--- src/rtl/atom_rf_pkg.sv ---
// Shared constants for the Atom integer register file: write-port roles,
// the hard-wired zero register index and the register-count helper.
package atom_rf_pkg;

  localparam int unsigned WP_ALU  = 32'd0;
  localparam int unsigned WP_LATE = 32'd1;
  localparam int unsigned R0_IDX  = 32'd0;

  function automatic int unsigned reg_count(input int unsigned addr_width);
    return 32'd1 << addr_width;
  endfunction

endpackage

--- src/rtl/rf_scoreboard.sv ---
// Per-register busy tracking for pending late writes: reserve sets a bit,
// a late-port write clears it, and reserve wins a same-cycle race.
module rf_scoreboard
  import atom_rf_pkg::*;
#(
  parameter  int unsigned REG_ADDR_WIDTH = 5,
  parameter  bit          R0_IS_ZERO     = 1'b1,
  localparam int unsigned REG_COUNT      = reg_count(REG_ADDR_WIDTH)
) (
  input  logic                      clk_i,
  input  logic                      rst_ni,
  input  logic                      clr_valid_i,
  input  logic [REG_ADDR_WIDTH-1:0] clr_sel_i,
  input  logic                      rsv_valid_i,
  input  logic [REG_ADDR_WIDTH-1:0] rsv_sel_i,
  output logic [REG_COUNT-1:0]      busy_vec_o,
  output logic                      rsv_conflict_o
);

  localparam logic [REG_ADDR_WIDTH-1:0] R0_SEL  = REG_ADDR_WIDTH'(R0_IDX);
  localparam logic [REG_COUNT-1:0]      ONE_HOT = REG_COUNT'(1);

  logic [REG_COUNT-1:0] busy_q, busy_d;
  logic                 conflict_q, conflict_d;
  logic                 clr_eff_s, rsv_eff_s;
  logic [REG_COUNT-1:0] clr_mask_s, set_mask_s;

  // Next busy vector and conflict pulse; set is applied after clear so reserve wins.
  always_comb begin
    clr_eff_s  = clr_valid_i && !(R0_IS_ZERO && (clr_sel_i == R0_SEL));
    rsv_eff_s  = rsv_valid_i && !(R0_IS_ZERO && (rsv_sel_i == R0_SEL));
    clr_mask_s = clr_eff_s ? (ONE_HOT << clr_sel_i) : {REG_COUNT{1'b0}};
    set_mask_s = rsv_eff_s ? (ONE_HOT << rsv_sel_i) : {REG_COUNT{1'b0}};
    busy_d     = (busy_q & ~clr_mask_s) | set_mask_s;
    conflict_d = rsv_eff_s && busy_q[rsv_sel_i] &&
                 !(clr_eff_s && (clr_sel_i == rsv_sel_i));
  end

  // Busy and conflict state.
  always_ff @(posedge clk_i or negedge rst_ni) begin
    if (!rst_ni) begin
      busy_q     <= {REG_COUNT{1'b0}};
      conflict_q <= 1'b0;
    end else begin
      busy_q     <= busy_d;
      conflict_q <= conflict_d;
    end
  end

  assign busy_vec_o     = busy_q;
  assign rsv_conflict_o = conflict_q;

endmodule

--- src/rtl/regfile_mp.sv ---
// Multi-port integer register file for the Atom core: N read ports, an early
// ALU and a late writeback port, optional bypass/registered reads, busy scoreboard.
module regfile_mp
  import atom_rf_pkg::*;
#(
  parameter  int unsigned REG_WIDTH      = 32,
  parameter  int unsigned REG_ADDR_WIDTH = 5,
  parameter  int unsigned NUM_RD_PORTS   = 2,
  parameter  bit          R0_IS_ZERO     = 1'b1,
  parameter  bit          WR_BYPASS      = 1'b1,
  parameter  bit          SYNC_READ      = 1'b0,
  localparam int unsigned AW             = REG_ADDR_WIDTH,
  localparam int unsigned REG_COUNT      = reg_count(REG_ADDR_WIDTH)
) (
  input  logic                           Clk_i,
  input  logic                           Rst_ni,
  input  logic [NUM_RD_PORTS-1:0]        Rd_En_i,
  input  logic [NUM_RD_PORTS*AW-1:0]     Rd_Sel_i,
  output logic [NUM_RD_PORTS*REG_WIDTH-1:0] Rd_Data_o,
  output logic [NUM_RD_PORTS-1:0]        Rd_Busy_o,
  input  logic [1:0]                     Wr_We_i,
  input  logic [2*AW-1:0]                Wr_Sel_i,
  input  logic [2*REG_WIDTH-1:0]         Wr_Data_i,
  input  logic                           Rsv_Valid_i,
  input  logic [AW-1:0]                  Rsv_Sel_i,
  output logic                           Rsv_Conflict_o,
  output logic [REG_COUNT-1:0]           Busy_Vec_o
);

  localparam logic [AW-1:0] R0_SEL = AW'(R0_IDX);

  logic [REG_WIDTH-1:0] regs_q [REG_COUNT];
  logic [REG_WIDTH-1:0] regs_d [REG_COUNT];
  logic [1:0]           we_eff_s;
  logic [AW-1:0]        wsel_s  [2];
  logic [REG_WIDTH-1:0] wdata_s [2];

  // Unpack write ports; writes to the zero register are dropped here.
  always_comb begin
    for (int unsigned k = 0; k < 2; k++) begin
      wsel_s[k]   = Wr_Sel_i[k*AW +: AW];
      wdata_s[k]  = Wr_Data_i[k*REG_WIDTH +: REG_WIDTH];
      we_eff_s[k] = Wr_We_i[k] && !(R0_IS_ZERO && (wsel_s[k] == R0_SEL));
    end
  end

  // Post-write register image; the late port overrides the ALU port on collision.
  always_comb begin
    for (int unsigned i = 0; i < REG_COUNT; i++) begin
      if (we_eff_s[WP_LATE] && (wsel_s[WP_LATE] == AW'(i))) begin
        regs_d[i] = wdata_s[WP_LATE];
      end else if (we_eff_s[WP_ALU] && (wsel_s[WP_ALU] == AW'(i))) begin
        regs_d[i] = wdata_s[WP_ALU];
      end else begin
        regs_d[i] = regs_q[i];
      end
    end
  end

  // Register storage.
  always_ff @(posedge Clk_i or negedge Rst_ni) begin
    if (!Rst_ni) begin
      for (int unsigned i = 0; i < REG_COUNT; i++) begin
        regs_q[i] <= {REG_WIDTH{1'b0}};
      end
    end else begin
      regs_q <= regs_d;
    end
  end

  rf_scoreboard #(
    .REG_ADDR_WIDTH (REG_ADDR_WIDTH),
    .R0_IS_ZERO     (R0_IS_ZERO)
  ) u_scoreboard (
    .clk_i          (Clk_i),
    .rst_ni         (Rst_ni),
    .clr_valid_i    (Wr_We_i[WP_LATE]),
    .clr_sel_i      (wsel_s[WP_LATE]),
    .rsv_valid_i    (Rsv_Valid_i),
    .rsv_sel_i      (Rsv_Sel_i),
    .busy_vec_o     (Busy_Vec_o),
    .rsv_conflict_o (Rsv_Conflict_o)
  );

  for (genvar p = 0; p < NUM_RD_PORTS; p++) begin : g_rd
    logic [AW-1:0] sel_s;
    logic          is_r0_s;
    logic          hit_late_s;
    logic          busy_s;

    // Busy view: a same-cycle late write retires the pending state when bypassed.
    always_comb begin
      sel_s      = Rd_Sel_i[p*AW +: AW];
      is_r0_s    = R0_IS_ZERO && (sel_s == R0_SEL);
      hit_late_s = WR_BYPASS && we_eff_s[WP_LATE] && (wsel_s[WP_LATE] == sel_s);
      if (is_r0_s || hit_late_s) begin
        busy_s = 1'b0;
      end else begin
        busy_s = Busy_Vec_o[sel_s];
      end
    end

    assign Rd_Busy_o[p] = busy_s;

    if (SYNC_READ) begin : g_sync
      logic [REG_WIDTH-1:0] rd_q, rd_d;

      // Write-first capture when enabled, hold otherwise.
      always_comb begin
        if (!Rd_En_i[p]) begin
          rd_d = rd_q;
        end else if (is_r0_s) begin
          rd_d = {REG_WIDTH{1'b0}};
        end else begin
          rd_d = regs_d[sel_s];
        end
      end

      // Registered read data.
      always_ff @(posedge Clk_i or negedge Rst_ni) begin
        if (!Rst_ni) begin
          rd_q <= {REG_WIDTH{1'b0}};
        end else begin
          rd_q <= rd_d;
        end
      end

      assign Rd_Data_o[p*REG_WIDTH +: REG_WIDTH] = rd_q;
    end else begin : g_async
      logic                 unused_en_s;
      logic                 hit_alu_s;
      logic [REG_WIDTH-1:0] data_s;

      assign unused_en_s = Rd_En_i[p];

      // Combinational read with optional forwarding of same-cycle writes.
      always_comb begin
        hit_alu_s = WR_BYPASS && we_eff_s[WP_ALU] && (wsel_s[WP_ALU] == sel_s);
        if (is_r0_s) begin
          data_s = {REG_WIDTH{1'b0}};
        end else if (hit_late_s) begin
          data_s = wdata_s[WP_LATE];
        end else if (hit_alu_s) begin
          data_s = wdata_s[WP_ALU];
        end else begin
          data_s = regs_q[sel_s];
        end
      end

      assign Rd_Data_o[p*REG_WIDTH +: REG_WIDTH] = data_s;
    end
  end

endmodule

--- config.mk ---
export PLATFORM = sky130hd
export DESIGN_NAME = regfile_mp
export DESIGN_NICKNAME = d
export VERILOG_FILES = /design/src/rtl/atom_rf_pkg.sv /design/src/rtl/rf_scoreboard.sv /design/src/rtl/regfile_mp.sv
export SDC_FILE = /design/constraint.sdc
export NUM_CORES = 2
export LEC_CHECK = 0
export CORE_MARGIN = 1.5
export CORE_UTILIZATION = 50
export DETAILED_ROUTE_END_ITERATION = 7
export PLACE_DENSITY = 0.67
export SLEW_MARGIN = 25
export SYNTH_ARGS = -nofsm -noshare
export SYNTH_HDL_FRONTEND = slang
export SYNTH_SLANG_ARGS = --single-unit
--- constraint.sdc ---
create_clock -name Clk_i -period 5.7 [get_ports Clk_i]
set_input_delay 0.57 -clock Clk_i [delete_from_list [all_inputs] [get_ports Clk_i]]
set_output_delay 0.57 -clock Clk_i [all_outputs]
set_load 0.01 [all_outputs]
==> flow_summary_export.csv <==
group,metric,value,unit
synth,combinational_family_with_the_most_area_after_synthesis,"multiplexers",
critical_path,endpoint_arrival_time_on_the_critical_path,4.53,ns
clocking,worstSkewPairLatency,0.78,ns
hold_path,hold_path_class,"input pin to register",
drt,length_of_the_first_detailed_routing_pass_in_iterations,6,
synth,synth-xor-area-share,0.332,%
critical_path,crit_chain,"clkdlybuf4s50_1 -> or2_1 -> o41ai_4 -> nor4_2 -> buf_4 -> nand2b_1 -> buf_4 -> o221ai_1 -> clkdlybuf4s50_1",
critical_path,required_time_of_the_critical_path,5.13,ns
final_layout,multi_input_logic_area,36500,um2
timing,setup_repair_after_global_routing_missed_its_margin,"no",
synth,postSynthNetCount,6474,
critical_path,worst_r2r_path_depth,4,
drt,post-route-drc-count,0,
clocking,ctsLongestPathBuffers,3,
timing,setup_slack,0.600,ns
drt,routed_via_density,7.09,
synth,ys_warn_count,0,
floorplan,design.portCount,195,
floorplan,core_footprint,131000,um2
clocking,clock_tree_from_tritoncts,"done",
floorplan,dieWidth,366,um
synth,synth.distinct_cells,66,
clocking,path_clk_slew,0.06,ns
synth,ys_dominant_reg_cell,"dfrtp_1",
drt,routed-via-count,56500,
run_status,violations_in_the_final_reports,"antenna violations",
final_layout,final_common_cell,"dfrtp_1",
clocking,cts_root_cell,"clkbuf_16",
place,dp.final_hpwl,150000,um
drt,ant_nets,1,
critical_path,critical_path_peak_fanout,25,
synth,synthSimpleGateAreaFrac,9.02,%
drt,final_wirelength,267000,um
critical_path,worst_setup_path_start_kind,"input pin",
synth,synth_mux_area_share,32.3,%
grt,grt_total_usage,39.1,%
hold_path,hold_path_cell_cnt,3,
synth,synth_enable_flop_cells,0,
critical_path,worst-path-stages,9,
synth,synth-seq-area-share,40.0,%
timing,finalWorstPathRequiredPeriod,5.10,ns
timing,tightest_slew,1.31,ns
synth,instance_count_of_the_mapped_netlist,6378,
place,portBuffers,192,
clocking,cts_resized,0,
floorplan,die_y,366,um
run,timing.max_cap.violations,0,
synth,register_bit_total_from_synthesis,1057,
drt,routed_wire_length_per_instance,33.6,um
critical_path,crit_slowest_cell,"clkdlybuf4s50_1",
grt,antenna_violations_before_repair,15,
critical_path,cp-end-kind,"primary output",
grt,grt_max_degree,153,
grt,grt_pass1_wl,382000,um
synth,synthAdderAreaFrac,0,%
final_layout,final_util,55.8,%
synth,async_flop_share,100,%
final_layout,layout.filler_cells,11100,
critical_path,path_buf_inv,4,
critical_path,timing_worst_setup_path_type,"input pin to primary output",
synth,synth_compound_area_share,12.7,%
timing,finalHoldViolCount,0,
floorplan,std_cell_rows,133,
floorplan,die_outline_area,134000,um2
grt,number_of_global_route_vias_before_repair,53900,
final_layout,drive_gt1_share,17.5,%
clocking,number_of_clock_sinks,1057,
timing,setup_viol,0,
timing,totalNegativeSetupSlack,0,ns
grt,remaining_global_route_overflow,0,
place,detailedPlace.worstSlack,0.812,ns
pwr,power.leakage,30.0,nW
critical_path,worst_path_dominant_cell_family,"buffers and inverters",
final_layout,commonest_non_fill_non_tap_cells_in_the_layout,"dfrtp_1, nor2_1, a21oi_1",
synth,synthesis.area,66000,um2
final_layout,layout.nets,6193,
drt,drt_iter0_drc,9492,
critical_path,max_stage_delay,0.65,ns
timing,clock-skew-final,0.0217,ns
timing,report.final.slew_viol_count,0,
synth,syn_area_per_cell,10.4,um2
pwr,power.density,353,nW/um2
place,final_wtd_congestion,0.920,
final_layout,final-seq-area,26500,um2
final_layout,synthToLayoutAreaGrowth,10.8,%
timing,final_period_utilization,89.5,%
timing,fmax_achieved,0.196,GHz
floorplan,floorplan.initialDensity,50.3,%
clocking,cts_made_buffers,115,
run_status,status,"complete, but fails checks",
clocking,cts_max_level,3,
timing,worst_slew_margin_rel,12.7,%
pwr,vdd_ir_drop_max,0.000258,V
[synthesized netlist by cell type, drive strengths merged (22+ instances only)]
cell type	n	area share, %
inv	30	0.17
o21ai	244	1.9
nor3	22	0.23
o22ai	195	1.8
dfrtp	1057	40
o221ai	25	0.33
mux2i	892	14
nand3	22	0.17
buf	360	2.7
nor2	1012	5.8
a21oi	982	7.4
clkbuf	461	2.6
mux2	22	0.38
nand2	264	1.5
mux4	541	18
[tightest hold or removal path: cells and delay by family]
family / cells / cell delay [ns]
buf+inv: 1 / 0.28
simple gates: 1 / 0.14
compound gates: 1 / 0.07
[registers in the layout, indices dropped and copies added (netlist names)]
name,flops
u_scoreboard.rsv_conflict_o,1
regs_q,1024
u_scoreboard.busy_vec_o,32
[path summary, 6_finish.rpt]
path / from / endpoint / slack [ns]
worst max-delay path: Wr_Sel_i[7] / Rd_Data_o[38] / 0.60
worst min-delay path: Rsv_Sel_i[0] / u_scoreboard.busy_vec_o[3] / 0.34
worst max register to register: u_scoreboard.busy_vec_o[22] / u_scoreboard.rsv_conflict_o / 3.89
worst min register to register: regs_q[1018] / regs_q[1018] / 0.40
max in group asynchronous: Rst_ni / regs_q[43] / 3.74
min in group asynchronous: Rst_ni / regs_q[701] / 0.46
[where the power goes]
part / total, mW / internal (mW) / switching, mW / leakage [nW]
combinational: 6.85 / 3.68 / 3.17 / 15.6
clock: 7.85 / 4.49 / 3.36 / 1.93
sequential: 11.1 / 9.49 / 1.64 / 12.6
total: 25.8 / 17.7 / 8.18 / 30.0
[per-stage QoR]
stage / hold slack (ns) / instance area [um2] / power, mW / cells
after floorplan: 0.274 / 66000 / 15.5 / 6378
after global placement: 0.376 / 69200 / 17.5 / 7729
after detailed placement: 0.384 / 69200 / 17.9 / 7730
after CTS: 0.339 / 73100 / 25.6 / 7945
after global routing: 0.371 / 73200 / 26.8 / 7950
final: 0.340 / 73200 / 25.8 / 7962
[cell type report]
type                    instances  share of cell area [%]
multi-input cells            4470                    49.9
flip-flops and latches       1057                    36.1
repair buffers                423                    5.49
clock buffers                 166                    4.59
well taps                    1755                    3.00
clock inverters                48                   0.702
inverters                      30                   0.154
diodes                         13                  0.0444
[kinds of logic (layout without fill, tap and decap cells)]
kind of cell,Yosys count,count (layout)
compound gates,1538,1538
xor+xnor,25,25
buf+inv,851,667
flops,1057,1057
mux,1455,1455
other cells,0,13
simple gates,1452,1452
[repair_timing]
item                                    CTS  global route
endpoints found under the hold margin    82             0
hold buffers                              1             0
buffers inserted                          0             0
endpoints found under the setup margin    0             0
[per-layer routing]
| metal | GRT usage [%] | vias up | part of all wire [%] |
|---|---|---|---|
| met3 | 13.1 | 1256 | 14 |
| met1 | 49.4 | 27700 | 35 |
| met4 | 27.0 | 10 | 8.1 |
| li1 | - | 22700 | - |
| met5 | 0 | - | 0.028 |
| met2 | 56.7 | 4796 | 43 |
(Power assumes the default switching activity.)
